`config.mk`:
```
export PLATFORM = sky130hd
export DESIGN_NAME = frame_tx
export DESIGN_NICKNAME = d
export VERILOG_FILES = /design/src/rtl/frame_tx.sv
export SDC_FILE = /design/constraint.sdc
export NUM_CORES = 1
export LEC_CHECK = 0
export BUFFER_PORTS_ARGS = -buffer_cell sky130_fd_sc_hd__buf_2
export CAP_MARGIN = 10
export CORE_MARGIN = 3
export CORE_UTILIZATION = 40
export DETAILED_ROUTE_END_ITERATION = 6
export SYNTH_ARGS = -nofsm -noshare
export SYNTH_HDL_FRONTEND = slang
export SYNTH_SLANG_ARGS = --single-unit
```
`constraint.sdc`:
```
create_clock -name clk -period 2.2 [get_ports clk]
set_input_delay 0.44 -clock clk [delete_from_list [all_inputs] [get_ports clk]]
set_output_delay 0.44 -clock clk [all_outputs]
set_load 0.02 [all_outputs]
```
`src/rtl/frame_tx.sv`:
```
// Serial frame transmitter: shifts out SYNC_PAT then the payload MSB-first on one line.
// Define FRAME_TX_PARITY_EN to append an even-parity bit after the payload.
module frame_tx #(
   parameter int unsigned         DATA_W   = 8,
   parameter int unsigned         SYNC_W   = 4,
   parameter logic [SYNC_W-1:0]   SYNC_PAT = 4'b1010
) (
   input  logic              clk,
   input  logic              rst_n,
   input  logic              start,
   input  logic [DATA_W-1:0] data_in,
   output logic              ready,
   output logic              out,
   output logic              busy,
   output logic              done
);

   localparam int unsigned      FRAME_W  = SYNC_W + DATA_W;
   localparam int unsigned      CNT_W    = $clog2(FRAME_W + 1);
   localparam logic [CNT_W-1:0] CNT_LOAD = CNT_W'(FRAME_W - 1);
   localparam logic [CNT_W-1:0] CNT_DATA = CNT_W'(DATA_W);
   localparam logic [CNT_W-1:0] CNT_ONE  = CNT_W'(1);

`ifdef FRAME_TX_PARITY_EN
   typedef enum logic [1:0] {IDLE = 2'd0, SYNC = 2'd1, DATA = 2'd2, PAR = 2'd3} state_t;
`else
   typedef enum logic [1:0] {IDLE = 2'd0, SYNC = 2'd1, DATA = 2'd2} state_t;
`endif

   state_t             state;
   logic [FRAME_W-1:0] shreg;
   logic [CNT_W-1:0]   cnt;
`ifdef FRAME_TX_PARITY_EN
   logic               par;
`endif

   // Header and payload share one shift register; cnt holds the bits still to send.
   always_ff @(posedge clk) begin
      if (!rst_n) begin
         state <= IDLE;
         shreg <= '0;
         cnt   <= '0;
         out   <= 1'b0;
         busy  <= 1'b0;
         done  <= 1'b0;
         ready <= 1'b1;
`ifdef FRAME_TX_PARITY_EN
         par   <= 1'b0;
`endif
      end else begin
         done <= 1'b0;
         unique case (state)
            IDLE: begin
               if (start && ready) begin
                  state <= SYNC;
                  shreg <= {SYNC_PAT, data_in} << 1;
                  cnt   <= CNT_LOAD;
                  out   <= SYNC_PAT[SYNC_W-1];
                  busy  <= 1'b1;
                  ready <= 1'b0;
`ifdef FRAME_TX_PARITY_EN
                  par   <= ^data_in;
`endif
               end
            end
            SYNC: begin
               out   <= shreg[FRAME_W-1];
               shreg <= {shreg[FRAME_W-2:0], 1'b0};
               cnt   <= cnt - CNT_ONE;
               if (cnt == CNT_DATA)
                  state <= DATA;
            end
            DATA: begin
               if (cnt == '0) begin
`ifdef FRAME_TX_PARITY_EN
                  out   <= par;
                  state <= PAR;
`else
                  state <= IDLE;
                  out   <= 1'b0;
                  busy  <= 1'b0;
                  ready <= 1'b1;
                  done  <= 1'b1;
`endif
               end else begin
                  out   <= shreg[FRAME_W-1];
                  shreg <= {shreg[FRAME_W-2:0], 1'b0};
                  cnt   <= cnt - CNT_ONE;
               end
            end
`ifdef FRAME_TX_PARITY_EN
            PAR: begin
               state <= IDLE;
               out   <= 1'b0;
               busy  <= 1'b0;
               ready <= 1'b1;
               done  <= 1'b1;
            end
`endif
            default: begin
               state <= IDLE;
               out   <= 1'b0;
               busy  <= 1'b0;
               ready <= 1'b1;
            end
         endcase
      end
   end

endmodule

```
==> results of run 1 <==
## sequential cells by signal, indices dropped and copies added (netlist names)
signal / count
out: 1
shreg: 11
ready: 1
busy: 1
state: 2
cnt: 4
done: 1
## cell families (layout without fill, tap and decap cells)
kind of cell / after synthesis / after routing / synth area share [%]
compound gates: 18 / 18 / 12.71
fa+ha+maj: 6 / 6 / 6.572
buf+inv: 18 / 33 / 6.790
flops: 21 / 21 / 36.80
mux: 21 / 21 / 19.17
simple gates: 41 / 41 / 17.96
## cell usage in the layout (no fill, tap or decap), types with 2 or more instances in the layout
master,instances
inv_1,11
clkbuf_4,3
nor2_1,2
nor4_1,3
nand2_1,25
a211oi_1,4
mux2_2,7
ha_1,6
buf_2,14
buf_4,4
mux2i_1,14
nor3_1,2
dfxtp_1,21
nand3_1,3
or3_1,3
## metal layers
metal | share of wire (%) | wire (um) | track usage [%]
met1 | 45 | 987 | 16.16
met4 | 0.77 | 17 | 2.913
met2 | 50 | 1105 | 25.43
met5 | 0 | 0 | 0
met3 | 4.7 | 104 | 4.793
## stage by stage
step / total power [mW] / instances
2_1_floorplan: 1.165 / 125
3_3_place_gp: 1.311 / 166
3_5_place_dp: 1.327 / 166
4_1_cts: 1.530 / 170
5_1_grt: 1.630 / 170
6_report: 1.509 / 170
## power by group
part	leakage, nW	internal, mW	switching, mW
Sequential	0.173	0.500	0.0858
Combinational	0.379	0.350	0.373
Clock	0.0139	0.0694	0.131
## worst min path at each step
stage	start	to	slack [ns]	cells past startpoint
6_report	data_in[0]	shreg[1]	0.40	3
5_1_grt	data_in[0]	shreg[1]	0.38	3
2_1_floorplan	shreg[2]	shreg[2]	0.43	2
3_5_place_dp	busy	busy	0.46	2
4_1_cts	data_in[0]	shreg[1]	0.39	3
3_3_place_gp	busy	busy	0.44	2
## tightest hold or removal path, cell delays in order
cell     delay [ns]
buf_2          0.10
nand3_1        0.07
mux2i_1        0.06
## layout make-up
cell class | count | area, um2 | area share, %
repair buffers | 18 | 100.1 | 7.859
well taps | 30 | 37.54 | 2.947
flip-flops and latches | 21 | 420.4 | 33.01
multi-input cells | 86 | 644.4 | 50.59
clock inverters | 1 | 7.507 | 0.5894
inverters | 11 | 41.29 | 3.242
clock buffers | 3 | 22.52 | 1.768
==> qor.csv, run 1 <==
metric;value;unit
CP max stage cell;or3_1;
CP startpoint kind;flip-flop;
syn avg cell area;9.139;um2
vias per inst;5.400;
Antenna Diode Count;0;
Synth Register Bits;21;
top cell type by total area after synthesis;dfxtp_1;
initial core utilization;44.11;%
Filler cells;262;
Worst path depth;6;
drt total wl;2215;um
Layout area overhead;11.50;%
Worst EP required;2.44;ns
first-pass detailed-route iteration total;4;
Die ar.;0.003533;mm2
WP data arrival;2.22;ns
Clock Latency Late Sink;0.31;ns
kind of critical path;reg -> reg;
Remaining DRCs;0;
vias in the first global route;890;
Routed Antenna Nets;0;
Mapped Area;0.001142;mm2
endpoints failing setup;0;
top_reg_cell synth;dfxtp_1;
Final Hold Vio Count;0;
I/O pin cnt;15;
CTS resizes;0;
cts bufs inserted;3;
Post-CTS Hold Fix Bufs;0;
cell with the most instances after synthesis;nand2_1;
H-Tree Depth;1;
RSZ-0062 raised after global routing;no;
clk slew on worst S/H paths;0.13;ns
highest clock rate;0.5041;GHz
clk root buf;clkbuf_4;
hold slack;0.3962;ns
grt total ovfl;0;
Final nets;158;
flop2flop setup slack;0.22;ns
Reg2Reg Depth;6;
Max FO, Critical Path;7;
layout cells sized above 1;22.14;%
Mapped Nets;142;
Worst R2R End;cnt[1];
IO buf count;14;
Worst Setup SP;state[0];
CP delay by family, top;simple AND/OR/NAND/NOR gates;
first-pass GRT wire length;3829;um
fin crit period;1.984;ns
Synth top area share;36.80;%
CORE AREA;0.002590;mm2
die height;59.44;um
async set or reset register ratio after synthesis;0;%
mean routed wirelength per cell;13.03;um
HPWL after DPL;1649;um
Buf/Inv on CP;2;
final critical-path share of the clock period;90.17;%
Worst Skew;0.003056;ns
Peak supply drop;0.5869;mV
worst slack, placed;0.2558;ns
Hold Crit Class;in -> reg;
via count;918;
crit end category;flip-flop;
most common library cells after synthesis;25 x nand2_1, 21 x dfxtp_1, 14 x mux2i_1;
Finished Cell Area;0.001274;mm2
Seq/Total Area, Yosys;36.80;%
antenna violations before repair;0;
Pwr per Cell Area;1185;mW/mm2
Sink Count;21;
post-CTS setup buffer count;0;
status;finished clean;
GP Congestion;0.7629;
Cell Chain, Critical Path;inv_1 -> ha_1 -> nor4bb_4 -> or3_1 -> buf_4 -> a211oi_1;
post-route setup slack;0.2162;ns
leak pwr;0.5664;nW
Worst Setup EP;cnt[1];
cells after synthesis;125;
Netlist cell types;32;
Rows;18;
CTS Buffer Depth;2;
Max-Cap Viols;0;
Slowest Stage Delay on Critical Path;0.49;ns
Ys Warns;0;
Worst-Margin Slew;0.5239;ns
CTS tree;yes;
Die Wd;59.44;um
worst r2r src;state[0];
pin count of the biggest net entering global routing;19;
number of synthesized flops with an enable pin;0;
Layout Utilization;49.18;%
Pins Over Slew Limit;0;
Slew headroom;65.07;%
Starting DRT DRC Count;16;
placed cell area;0.001244;mm2
GRT Total Usage;14.19;%
setup_tns;0;ns
Area contributors post-synth;dfxtp_1 37%, mux2i_1 12%, nand2_1 8.2%;
Power figures use the tool's default switching activity.
==> inputs of run 2 (changes only) <==
CELL_PAD_IN_SITES_DETAIL_PLACEMENT = 0   (was default)
CELL_PAD_IN_SITES_GLOBAL_PLACEMENT = 1   (was default)
CORE_MARGIN = default   (was 3)
PLACE_DENSITY_LB_ADDON = 0.1   (was default)
TNS_END_PERCENT = 5   (was default)
==> run 2 against run 1 <==
Final cell count grew 0.59%; worst hold slack gained 0.0019 ns; fmax grew 4.8%; non-clock buffer count is the same; critical endpoint is now shreg[9]; highest routed layer unchanged.
==> qor.csv, run 2 (synthesis gave the netlist of run 1 again) <==
metric;value;unit;change
Pins Over Slew Limit;0;;unchanged
clk root buf;clkbuf_4;;unchanged
biggest regs;shreg: 11 flops, cnt: 4 flops, state: 2 flops;;unchanged
max reg flops;11;;unchanged
Post-CTS Hold Fix Bufs;0;;unchanged
setup_tns;0;ns;unchanged
IO buf count;14;;unchanged
Worst Skew;0.001155;ns;was 0.003056 ns
I/O pin cnt;15;;unchanged
Hold Crit Class;in -> reg;;unchanged
Worst EP required;2.40;ns;was 2.44 ns
mean routed wirelength per cell;12.94;um;was 13.03 um
vias in the first global route;818;;was 890
CP startpoint kind;flip-flop;;unchanged
Clock Latency Late Sink;0.30;ns;was 0.31 ns
status;finished clean;;unchanged
CTS resizes;0;;unchanged
post-CTS setup buffer count;0;;unchanged
initial core utilization;41.78;%;was 44.11%
die height;55.44;um;was 59.44 um
most common cell after layout, fill and taps aside;nand2_1;;unchanged
GRT Total Usage;15.53;%;was 14.19%
Max-Cap Viols;0;;unchanged
CP delay by family, top;simple AND/OR/NAND/NOR gates;;unchanged
worst hold start;data_in[0];;unchanged
Die Wd;55.44;um;was 59.44 um
Layout area overhead;11.28;%;was 11.50%
vias per inst;5.216;;was 5.400
CP max stage cell;or3_1;;unchanged
Rows;19;;was 18
Routed Antenna Nets;0;;unchanged
Finished Cell Area;0.001271;mm2;was 0.001274 mm2
via count;892;;was 918
clk slew on worst S/H paths;0.12;ns;was 0.13 ns
first-pass GRT wire length;3815;um;was 3829 um
most frequent cells in the layout;25 x nand2_1, 21 x dfxtp_1, 14 x mux2i_1, 14 x buf_2, 11 x inv_1;;unchanged
RSZ-0062 raised after global routing;no;;unchanged
Max FO, Critical Path;7;;unchanged
Worst-Margin Slew;0.5372;ns;was 0.5239 ns
Cell Chain, Critical Path;inv_1 -> ha_1 -> nor4bb_4 -> or3_1 -> buf_4 -> mux2i_1;;was inv_1 -> ha_1 -> nor4bb_4 -> or3_1 -> buf_4 -> a211oi_1
endpoints failing setup;0;;unchanged
Final nets;158;;unchanged
GP Congestion;0.8008;;was 0.7629
cts bufs inserted;3;;unchanged
Starting DRT DRC Count;40;;was 16
CTS Buffer Depth;2;;unchanged
Sink Count;21;;unchanged
CTS tree;yes;;unchanged
first-pass detailed-route iteration total;4;;unchanged
grt total ovfl;0;;unchanged
Antenna Diode Count;0;;unchanged
Buf/Inv on CP;2;;unchanged
Pwr per Cell Area;1184;mW/mm2;was 1185 mW/mm2
Peak supply drop;0.5485;mV;was 0.5869 mV
crit end category;flip-flop;;unchanged
HPWL after DPL;1651;um;was 1649 um
non-filler cells, final;171;;was 170
Die ar.;0.003074;mm2;was 0.003533 mm2
CORE AREA;0.002734;mm2;was 0.002590 mm2
H-Tree Depth;1;;unchanged
worst r2r src;state[0];;unchanged
Slowest Stage Delay on Critical Path;0.50;ns;was 0.49 ns
Placed Instances;167;;was 166
layout cells sized above 1;21.43;%;was 22.14%
highest clock rate;0.5283;GHz;was 0.5041 GHz
Biggest register;shreg;;unchanged
drt total wl;2213;um;was 2215 um
antenna violations before repair;0;;unchanged
final critical-path share of the clock period;86.05;%;was 90.17%
pin count of the biggest net entering global routing;18;;was 19
Worst Setup SP;state[0];;unchanged
Remaining DRCs;0;;unchanged
leak pwr;0.5674;nW;was 0.5664 nW
WP data arrival;2.09;ns;was 2.22 ns
Slew headroom;64.18;%;was 65.07%
total chip power;1.505;mW;was 1.509 mW
kind of critical path;reg -> reg;;unchanged
placed cell area;0.001245;mm2;was 0.001244 mm2
fin crit period;1.893;ns;was 1.984 ns
Final Hold Vio Count;0;;unchanged
run 2: cell count changes in the layout (fill, tap and decap cells not counted):
cell / change
clkbuf_1: +1
clkinvlp_4: -1
run 2: worst paths after layout:
path / endpoint / slack (ns) / depth (start not counted)
setup / recovery: shreg[9] / 0.31 / 6
hold / removal: shreg[1] / 0.40 / 3
setup reg to reg: shreg[9] / 0.31 / 6
hold reg to reg: busy / 0.47 / 2
run 2: worst reg2reg max path: stages, from the launching register on:
cell,delay [ns]
dfxtp_1,0.40
inv_1,0.09
ha_1,0.28
nor4bb_4,0.20
or3_1,0.50
buf_4,0.22
mux2i_1,0.12
run 2: layout make-up:
type                            instances  area, um2
Tap cell                               31      38.79
Clock buffer                            4      26.28
Fill cell                             282       1463
Inverter                               11      41.29
Sequential cell                        21      420.4
Multi-Input combinational cell         86      644.4
Timing Repair Buffer                   18      100.1
run 2: through the flow:
stage	setup WS, ns	hold slack (ns)	utilization (%)
final	0.3070	0.3982	46.50
after global routing	0.1426	0.3840	46.50
after CTS	0.2964	0.3864	46.50
after floorplan	0.4996	0.4346	-
after detailed placement	0.3217	0.4530	45.54
after global placement	0.3814	0.4424	45.54
run 2: per-layer routing:
metal | share of wire [%] | routed length (um) | GRT usage (%)
met2 | 43 | 952 | 23.06
met4 | 0.99 | 22 | 5.357
met5 | 0 | 0 | 0
met3 | 3.6 | 80 | 2.108
met1 | 52 | 1158 | 22.95
run 2: power breakdown:
part / total, mW / leakage, nW / switching (mW) / internal, mW
sequential: 0.587 / 0.173 / 0.0869 / 0.501
combinational: 0.731 / 0.379 / 0.381 / 0.350
clock: 0.187 / 0.0150 / 0.116 / 0.0706
==> inputs of run 3 (changes only) <==
CORE_UTILIZATION = 42   (was 40)
==> run 3 against run 2 <==
Register-to-register slack improved by 0.03 ns; worst hold slack lost 0.0082 ns; fmax up 1.6%; global-route usage grew 1.1 points; cell area did not move; non-clock buffer count stayed put; die area is 4.6% lower; worst setup slack better by 0.030 ns; final cell count is 0.58% lower; utilization is 3.9 points higher; critical path type unchanged; critical endpoint is now cnt[2].
==> qor.csv, run 3 (synthesis gave the netlist of run 1 again) <==
metric;value;unit;change
status;finished clean;;unchanged
Antenna Diode Count;0;;unchanged
clk root buf;clkbuf_4;;unchanged
Clock Latency Late Sink;0.31;ns;was 0.30 ns
highest clock rate;0.5369;GHz;was 0.5283 GHz
WP data arrival;2.09;ns;about the same
first-pass detailed-route iteration total;4;;unchanged
CTS Buffer Depth;2;;unchanged
HPWL after DPL;1540;um;was 1651 um
antenna violations before repair;0;;unchanged
Buf/Inv on CP;2;;unchanged
CTS tree;yes;;unchanged
Pins Over Slew Limit;0;;unchanged
CP max stage cell;dfxtp_1;;was or3_1
layout cells sized above 1;22.14;%;was 21.43%
most frequent cells in the layout;25 x nand2_1, 21 x dfxtp_1, 14 x mux2i_1, 14 x buf_2, 11 x inv_1;;unchanged
Starting DRT DRC Count;9;;was 40
Placed Instances;166;;was 167
Final nets;158;;unchanged
Remaining DRCs;0;;unchanged
CORE AREA;0.002522;mm2;was 0.002734 mm2
Worst Skew;0.001081;ns;was 0.001155 ns
biggest regs;shreg: 11 flops, cnt: 4 flops, state: 2 flops;;unchanged
CP startpoint kind;flip-flop;;unchanged
leak pwr;0.5701;nW;was 0.5674 nW
clk slew on worst S/H paths;0.13;ns;was 0.12 ns
Biggest register;shreg;;unchanged
IO buf count;14;;unchanged
vias in the first global route;821;;was 818
cts bufs inserted;3;;unchanged
first-pass GRT wire length;3512;um;was 3815 um
kind of critical path;reg -> reg;;unchanged
Post-CTS Hold Fix Bufs;0;;unchanged
Final Hold Vio Count;0;;unchanged
crit end category;flip-flop;;unchanged
Pwr per Cell Area;1183;mW/mm2;was 1184 mW/mm2
vias per inst;5.376;;was 5.216
Max FO, Critical Path;9;;was 7
Hold Crit Class;in -> reg;;unchanged
Layout Utilization;50.40;%;was 46.50%
post-CTS setup buffer count;0;;unchanged
fin crit period;1.863;ns;was 1.893 ns
Rows;18;;was 19
Routed Antenna Nets;0;;unchanged
I/O pin cnt;15;;unchanged
Sink Count;21;;unchanged
die height;54.15;um;was 55.44 um
CP delay by family, top;simple AND/OR/NAND/NOR gates;;unchanged
Peak supply drop;0.5671;mV;was 0.5485 mV
grt total ovfl;0;;unchanged
Slowest Stage Delay on Critical Path;0.39;ns;was 0.50 ns
setup_tns;0;ns;unchanged
initial core utilization;45.29;%;was 41.78%
pin count of the biggest net entering global routing;20;;was 18
GRT Total Usage;16.65;%;was 15.53%
Worst EP required;2.43;ns;was 2.40 ns
Die ar.;0.002932;mm2;was 0.003074 mm2
Worst-Margin Slew;0.5214;ns;was 0.5372 ns
drt total wl;2142;um;was 2213 um
GP Congestion;0.7286;;was 0.8008
mean routed wirelength per cell;12.60;um;was 12.94 um
H-Tree Depth;1;;unchanged
Max-Cap Viols;0;;unchanged
final critical-path share of the clock period;84.66;%;was 86.05%
Layout area overhead;11.28;%;unchanged
max reg flops;11;;unchanged
CTS resizes;0;;unchanged
via count;914;;was 892
flop2flop setup slack;0.34;ns;was 0.31 ns
RSZ-0062 raised after global routing;no;;unchanged
non-filler cells, final;170;;was 171
Cell Chain, Critical Path;inv_1 -> ha_1 -> nor4bb_4 -> or3_1 -> buf_4 -> o32ai_1;;was inv_1 -> ha_1 -> nor4bb_4 -> or3_1 -> buf_4 -> mux2i_1
Die Wd;54.15;um;was 55.44 um
Filler cells;266;;was 282
endpoints failing setup;0;;unchanged
most common cell after layout, fill and taps aside;nand2_1;;unchanged
Slew headroom;65.24;%;was 64.18%
==> run 3: tightest hold or removal path, delay by kind of cell <==
family                 cells  cell delay (ns)
multiplexers               1             0.06
AND/OR/NAND/NOR            1             0.07
buffers and inverters      1             0.10
==> run 3: where the power goes <==
| part | internal [mW] | total (mW) | switching, mW |
|---|---|---|---|
| Sequential | 0.500 | 0.588 | 0.0878 |
| Combinational | 0.350 | 0.721 | 0.371 |
| Clock | 0.0678 | 0.194 | 0.126 |
==> run 3: per-stage QoR <==
step	total power [mW]	area, um2	hold slack (ns)	worst slack (ns)
floorplan	1.165	1142	0.4346	0.4996
global placement	1.315	1244	0.4449	0.4171
detailed placement	1.323	1244	0.4542	0.3868
CTS	1.521	1271	0.3750	0.3245
global route	1.624	1271	0.3992	0.1800
finish	1.503	1271	0.3899	0.3374
==> run 3: final timing paths <==
path,from,to,cells after the start
max reg2reg,state[0],cnt[2],6
min,data_in[0],shreg[1],3
min reg2reg,shreg[1],shreg[1],2
max,state[0],cnt[2],6
==> run 3: final cells by class <==
class	instances	area [um2]	share of cell area [%]
inverter	11	41.29	3.248
multi-input combinational	86	644.4	50.69
tap	30	37.54	2.953
timing repair buffer	18	100.1	7.874
clock buffer	3	22.52	1.772
sequential	21	420.4	33.07
clock inverter	1	5.005	0.3937
==> run 3: layer usage <==
metal	vias to the layer above	global-route usage, %	share of wire [%]
li1	473	-	-
met1	426	20.51	49
met2	13	28.05	48
met3	2	2.542	2.4
met4	0	7.692	0.56
met5	-	0	0
